==> src/rtl/ps2_key_event.sv <==
// PS/2 scan-code-set-2 key event decoder with modifier tracking and event FIFO.
// Optional ASCII translation is built when PS2_ASCII_EN is defined.
module ps2_key_event #(
  parameter int DEPTH = 4
) (
  input  logic       clk,
  input  logic       rst,
  input  logic [7:0] ps2_code,
  input  logic       ps2_code_new,
  output logic       out_valid,
  input  logic       out_ready,
  output logic       out_ext,
  output logic       out_brk,
  output logic [7:0] out_code,
  output logic [7:0] out_ascii,
  output logic       shift_held,
  output logic       ctrl_held,
  output logic       caps_on,
  output logic       overflow
);

  localparam int AW = $clog2(DEPTH);
  localparam logic [AW:0] FULL_CNT = DEPTH[AW:0];

  typedef enum logic [2:0] {IDLE, EXT, BRK, EXT_BRK, SKIP} state_t;

  state_t      state_r;
  logic [2:0]  skip_cnt_r;
  logic        prev_r;
  logic        caps_down_r;
  logic [17:0] mem_r [DEPTH];
  logic [AW:0] wr_ptr_r;
  logic [AW:0] rd_ptr_r;

  logic        accept_s;
  logic        emit_s;
  logic        ext_s;
  logic        brk_s;
  logic [7:0]  ascii_s;
  logic [AW:0] count_s;
  logic        full_s;
  logic        pop_s;
  logic        push_s;

`ifdef PS2_ASCII_EN
  // Shift and Caps are the values held before this byte's own modifier update.
  function automatic logic [7:0] ascii_of(input logic [7:0] code, input logic shift,
                                          input logic caps);
    logic [7:0] letter;
    logic [7:0] digit;
    logic [7:0] sym;
    logic [7:0] res;
    letter = 8'h00;
    digit  = 8'h00;
    sym    = 8'h00;
    res    = 8'h00;
    case (code)
      8'h1C: letter = 8'h61;  8'h32: letter = 8'h62;  8'h21: letter = 8'h63;
      8'h23: letter = 8'h64;  8'h24: letter = 8'h65;  8'h2B: letter = 8'h66;
      8'h34: letter = 8'h67;  8'h33: letter = 8'h68;  8'h43: letter = 8'h69;
      8'h3B: letter = 8'h6A;  8'h42: letter = 8'h6B;  8'h4B: letter = 8'h6C;
      8'h3A: letter = 8'h6D;  8'h31: letter = 8'h6E;  8'h44: letter = 8'h6F;
      8'h4D: letter = 8'h70;  8'h15: letter = 8'h71;  8'h2D: letter = 8'h72;
      8'h1B: letter = 8'h73;  8'h2C: letter = 8'h74;  8'h3C: letter = 8'h75;
      8'h2A: letter = 8'h76;  8'h1D: letter = 8'h77;  8'h22: letter = 8'h78;
      8'h35: letter = 8'h79;  8'h1A: letter = 8'h7A;
      8'h45: begin digit = 8'h30; sym = 8'h29; end
      8'h16: begin digit = 8'h31; sym = 8'h21; end
      8'h1E: begin digit = 8'h32; sym = 8'h40; end
      8'h26: begin digit = 8'h33; sym = 8'h23; end
      8'h25: begin digit = 8'h34; sym = 8'h24; end
      8'h2E: begin digit = 8'h35; sym = 8'h25; end
      8'h36: begin digit = 8'h36; sym = 8'h5E; end
      8'h3D: begin digit = 8'h37; sym = 8'h26; end
      8'h3E: begin digit = 8'h38; sym = 8'h2A; end
      8'h46: begin digit = 8'h39; sym = 8'h28; end
      8'h29: res = 8'h20;
      8'h5A: res = 8'h0D;
      8'h66: res = 8'h08;
      default: res = 8'h00;
    endcase
    if (letter != 8'h00) begin
      res = (shift ^ caps) ? (letter - 8'h20) : letter;
    end else if (digit != 8'h00) begin
      res = shift ? sym : digit;
    end
    return res;
  endfunction
`endif

  assign accept_s = ps2_code_new & ~prev_r;
  assign count_s  = wr_ptr_r - rd_ptr_r;
  assign full_s   = (count_s == FULL_CNT);
  assign out_valid = (wr_ptr_r != rd_ptr_r);
  assign pop_s    = out_valid & out_ready;
  assign push_s   = emit_s & (~full_s | pop_s);
  assign {out_ext, out_brk, out_code, out_ascii} = mem_r[rd_ptr_r[AW-1:0]];

  // Emit decode: which accepted byte completes a key sequence, and its flags.
  always_comb begin
    emit_s = 1'b0;
    ext_s  = 1'b0;
    brk_s  = 1'b0;
    if (accept_s) begin
      case (state_r)
        IDLE: begin
          case (ps2_code)
            8'hE0, 8'hF0, 8'hE1, 8'hAA, 8'hFA, 8'hEE, 8'hFE, 8'h00, 8'hFF: emit_s = 1'b0;
            default: emit_s = 1'b1;
          endcase
        end
        EXT: begin
          case (ps2_code)
            8'hF0, 8'hE0: emit_s = 1'b0;
            default: begin emit_s = 1'b1; ext_s = 1'b1; end
          endcase
        end
        BRK:     begin emit_s = 1'b1; brk_s = 1'b1; end
        EXT_BRK: begin emit_s = 1'b1; ext_s = 1'b1; brk_s = 1'b1; end
        default: emit_s = 1'b0;
      endcase
    end else begin
      emit_s = 1'b0;
    end
  end

  // ASCII for the event being pushed this cycle.
  always_comb begin
    ascii_s = 8'h00;
`ifdef PS2_ASCII_EN
    if (ext_s | brk_s) begin
      ascii_s = 8'h00;
    end else begin
      ascii_s = ascii_of(ps2_code, shift_held, caps_on);
    end
`else
    ascii_s = 8'h00;
`endif
  end

  // Prefix state machine and E1 pause-sequence skip counter.
  always_ff @(posedge clk or posedge rst) begin
    if (rst) begin
      state_r    <= IDLE;
      skip_cnt_r <= 3'd0;
      prev_r     <= 1'b0;
    end else begin
      prev_r <= ps2_code_new;
      if (accept_s) begin
        case (state_r)
          IDLE: begin
            case (ps2_code)
              8'hE0:   state_r <= EXT;
              8'hF0:   state_r <= BRK;
              8'hE1:   begin state_r <= SKIP; skip_cnt_r <= 3'd7; end
              default: state_r <= IDLE;
            endcase
          end
          EXT: begin
            case (ps2_code)
              8'hF0:   state_r <= EXT_BRK;
              8'hE0:   state_r <= EXT;
              default: state_r <= IDLE;
            endcase
          end
          SKIP: begin
            if (skip_cnt_r <= 3'd1) begin
              state_r    <= IDLE;
              skip_cnt_r <= 3'd0;
            end else begin
              skip_cnt_r <= skip_cnt_r - 3'd1;
            end
          end
          default: state_r <= IDLE;
        endcase
      end
    end
  end

  // Modifier tracking; caps_down keeps typematic repeats of Caps from re-toggling.
  always_ff @(posedge clk or posedge rst) begin
    if (rst) begin
      shift_held  <= 1'b0;
      ctrl_held   <= 1'b0;
      caps_on     <= 1'b0;
      caps_down_r <= 1'b0;
    end else if (emit_s) begin
      if (!ext_s && (ps2_code == 8'h12 || ps2_code == 8'h59)) shift_held <= ~brk_s;
      if (ps2_code == 8'h14) ctrl_held <= ~brk_s;
      if (!ext_s && ps2_code == 8'h58) begin
        if (!brk_s) begin
          if (!caps_down_r) caps_on <= ~caps_on;
          caps_down_r <= 1'b1;
        end else begin
          caps_down_r <= 1'b0;
        end
      end
    end
  end

  // Event FIFO; a same-cycle pop frees the slot for a push into a full FIFO.
  always_ff @(posedge clk or posedge rst) begin
    if (rst) begin
      wr_ptr_r <= '0;
      rd_ptr_r <= '0;
      overflow <= 1'b0;
      for (int i = 0; i < DEPTH; i++) mem_r[i] <= 18'h0;
    end else begin
      if (push_s) begin
        mem_r[wr_ptr_r[AW-1:0]] <= {ext_s, brk_s, ps2_code, ascii_s};
        wr_ptr_r <= wr_ptr_r + 1'b1;
      end
      if (pop_s) rd_ptr_r <= rd_ptr_r + 1'b1;
      if (emit_s && full_s && !pop_s) overflow <= 1'b1;
    end
  end

endmodule

==> config.mk <==
export PLATFORM = sky130hd
export DESIGN_NAME = ps2_key_event
export DESIGN_NICKNAME = d
export VERILOG_FILES = /design/src/rtl/ps2_key_event.sv
export SDC_FILE = /design/constraint.sdc
export NUM_CORES = 1
export LEC_CHECK = 0
export ABC_AREA = 1
export CORE_MARGIN = 2
export CORE_UTILIZATION = 51
export CTS_BUF_LIST = sky130_fd_sc_hd__clkbuf_16
export CTS_CLUSTER_DIAMETER = 100
export DETAILED_ROUTE_END_ITERATION = 8
export PLACE_DENSITY = 0.87
export RECOVER_POWER = 25
export SLEW_MARGIN = 10
export SYNTH_ARGS = -nofsm -noshare
export SYNTH_HDL_FRONTEND = slang
export SYNTH_SLANG_ARGS = --single-unit
==> constraint.sdc <==
create_clock -name clk -period 1.81 [get_ports clk]
set_input_delay 0.362 -clock clk [delete_from_list [all_inputs] [get_ports clk]]
set_output_delay 0.362 -clock clk [all_outputs]
set_load 0.05 [all_outputs]
==> metrics.csv <==
stage,metric,value,unit
grt,antenna_found_initial,0,
finish,multi_input_area,2050,µm²
sta,finalHoldViolations,0,
yosys,ys_types,33,
sta,drv_slew,0,
power,power_leakage,2.40,nW
sta,fmax,0.503,GHz
finish,fill_cells,326,
worst_setup_path,worstPathMaxFanout,7,
sta,timing.final.ws_setup,-176,ps
finish,diodes,0,
drt,antenna_left,0,
clock_network,clk_latency,340,ps
finish,seqCellArea,1450,µm²
worst_setup_path,path_class,reg -> reg,
drt,drt_wl_total,13.4,mm
grt,grt_overflow_total,0,
grt,grt_first_pass_wirelength,19.7,mm
placed_design,dp_hpwl,6.34,mm
outcome,failed_checks,negative setup slack,
sta,post-route-min-period,1990,ps
sta,finalCritPeriodShare,110,%
drt,first_pass_iters,6,
yosys,synthArstFlopShare,100,%
worst_setup_path,end_kind,flip-flop,
sta,fin_tns_setup,-4900,ps
worst_setup_path,arrival,2190,ps
sta,rsz0062_at_grt,yes,
grt,track_usage,35.6,%
drt,drcViolationCount,0,
flow_run,max_cap_violations,0,
floorplan,die-area,7250,µm²
finish,area_delta_synth_final,49.4,%
clock_network,clk_pin_slew_worst_paths,50,ps
worst_setup_path,slowest_delay,450,ps
power,power_density,2090,nW/µm²
clock_network,clk_path_buf_depth,2,
worst_setup_path,cp_num_buf_inv,3,
drt,drt-initial-drc-count,647,
sta,worst_pin_slew,836,ps
yosys,yosysTopAreaCell,dfrtp_1,
outcome,status,"complete, but fails checks",
yosys,avgSynthCellArea,7.80,µm²
floorplan,fp.dieW,85.2,µm
yosys,ys_seq_area_share,43.2,%
clock_network,root_buffer,clkbuf_16,
floorplan,io_pins,35,
placed_design,placedInstanceArea,4070,µm²
placed_design,place.gp.congestion,0.953,
yosys,synth_top_area_share,43.2,%
placed_design,place.port_buffers,26,
floorplan,initial_utilization,52.9,%
yosys,yosysWarnings,0,
drt,drt-vias-per-instance,6.71,
floorplan,row_count,29,
floorplan,die_y,85.2,µm
power,vdd_drop_max,1.52,mV
clock_network,cts_tree,built,
grt,grt_max_degree,28,
finish,drive_gt1_share,36.7,%
worst_hold_path,min_path_type,reg -> reg,
yosys,synth-main-ff-cell,dfrtp_1,
finish,fin_nets,527,
yosys,synthTopCellsByCount,"nand2_1, dfrtp_1, nor2_1",
drt,vias,3938,
yosys,ys_top_cells_by_area,"dfrtp_1, nand2_1, nand4_1, nor2_1, o21ai_0",
grt,grt_pass1_vias,3911,
finish,instances_no_fill,587,
finish,stdcell_area,5020,µm²
power,power.total,10.5,mW
drt,routedWlPerCell,22.8,µm
yosys,synth_most_common_cell,nand2_1,
clock_network,cts.htree.levels,3,
clock_network,clock-sinks,58,
yosys,netlist_instances,431,
yosys,syn_area,3360,µm²
worst_setup_path,crit_chain,buf_4 -> ha_4 -> nand2_4 -> inv_6 -> nand2_8 -> nand2_8 -> nand3_4 -> buf_6 -> nand4_4 -> nand2_1 -> nand2_1,
placed_design,place_inst,547,
yosys,synth_edf_count,0,
floorplan,coreArea,6350,µm²
worst_setup_path,start_kind,flip-flop,
clock_network,ctsHoldBuffers,0,
worst_setup_path,cpMaxStageDelayCell,dfrtp_2,
sta,setup_viol,55,
worst_setup_path,critPathTopFamily,simple AND/OR/NAND/NOR gates,
yosys,ys_seq_elements,58,
worst_setup_path,critPathRequiredTime,2020,ps
placed_design,dp_worst_setup_slack,-513,ps
sta,fin_worst_skew,9.62,ps
clock_network,numCtsBuffers,9,
sta,max_slew_margin,44.2,%
[state kept, by name, summed over array words and instances (netlist names)]
register	flops
caps_down_r	1
state_r	3
mem_r	40
skip_cnt_r	3
overflow	1
rd_ptr_r	3
caps_on	1
wr_ptr_r	3
prev_r	1
ctrl_held	1
shift_held	1
[final cells by class]
| cell class | count | share of cell area (%) |
|---|---|---|
| Sequential cell | 58 | 29.0 |
| Clock inverter | 5 | 1.45 |
| Timing Repair Buffer | 89 | 19.7 |
| Clock buffer | 9 | 4.49 |
| Inverter | 30 | 2.59 |
| Multi-Input combinational cell | 319 | 40.9 |
| Tap cell | 77 | 1.92 |
[worst paths after layout]
kind                                          from                      end  slack [ps]  depth (start not counted)
setup reg to reg           rd_ptr_r[0]$_DFFE_PP0P_    mem_r[30]$_DFFE_PP0P_        -180                         11
hold / removal                overflow$_DFFE_PP0P_     overflow$_DFFE_PP0P_         480                          1
max in group asynchronous                      rst  rd_ptr_r[0]$_DFFE_PP0P_         160                          3
hold reg to reg               overflow$_DFFE_PP0P_     overflow$_DFFE_PP0P_         480                          1
min in group asynchronous                      rst  caps_down_r$_DFFE_PP0P_         630                          2
setup / recovery           rd_ptr_r[0]$_DFFE_PP0P_    mem_r[30]$_DFFE_PP0P_        -180                         11
[layout by cell type (no fill, tap or decap), drive strengths merged]
cell type        n
dfrtp           58
clkinv           3
conb             8
ha               8
a41oi            1
xnor2            3
o21ai           30
a31oi            3
a22oi            1
a21oi            6
dlygate4sd2      5
nand4           50
nand2          132
xor2             2
o21bai           1
nor2            50
nand3           12
nor3             2
bufbuf           2
bufinv           2
o22ai           10
clkdlybuf4s15    1
buf             73
dlygate4sd3      2
clkbuf          14
inv             30
clkdlybuf4s50    1
[routing by layer]
metal	up-vias	track usage [%]	share of wire (%)
met3	136	11.4	12
met1	1845	39.7	31
met2	371	58.0	48
li1	1586	-	-
met4	0	23.8	9.1
met5	-	0	0
[per-stage QoR]
step	hold WS [ps]	util, %
final	479	79.1
after global routing	491	79.1
after CTS	386	74.9
after detailed placement	463	64.1
after global placement	459	64.1
after floorplan	393	-
[power breakdown]
part,total (mW),leakage (nW),internal (mW),switching [mW]
Combinational,6.50,1.51,2.74,3.76
Clock,1.77,0.150,1.18,0.600
Sequential,2.21,0.739,1.78,0.428
[cell families (layout without fill, tap and decap cells)]
| logic type | after synthesis | after routing | share of synthesized area (%) |
|---|---|---|---|
| AOI/OAI and AO/OA | 52 | 52 | 8.82 |
| xor gates and xnor gates | 5 | 5 | 1.30 |
| adders and majority gates | 8 | 8 | 2.98 |
| buffers and inverters | 65 | 133 | 10.3 |
| DFF | 58 | 58 | 43.2 |
| other | 1 | 8 | 0.112 |
| and+or+nand+nor | 242 | 246 | 33.3 |
[timing repair]
| item | CTS | global route |
|---|---|---|
| setup endpoints to repair | 56 | 59 |
| pin swaps | 15 | 15 |
| gates cloned | 8 | 2 |
| setup buffers | 10 | 7 |
| resized for setup | 57 | 66 |
(Power assumes the default switching activity.)
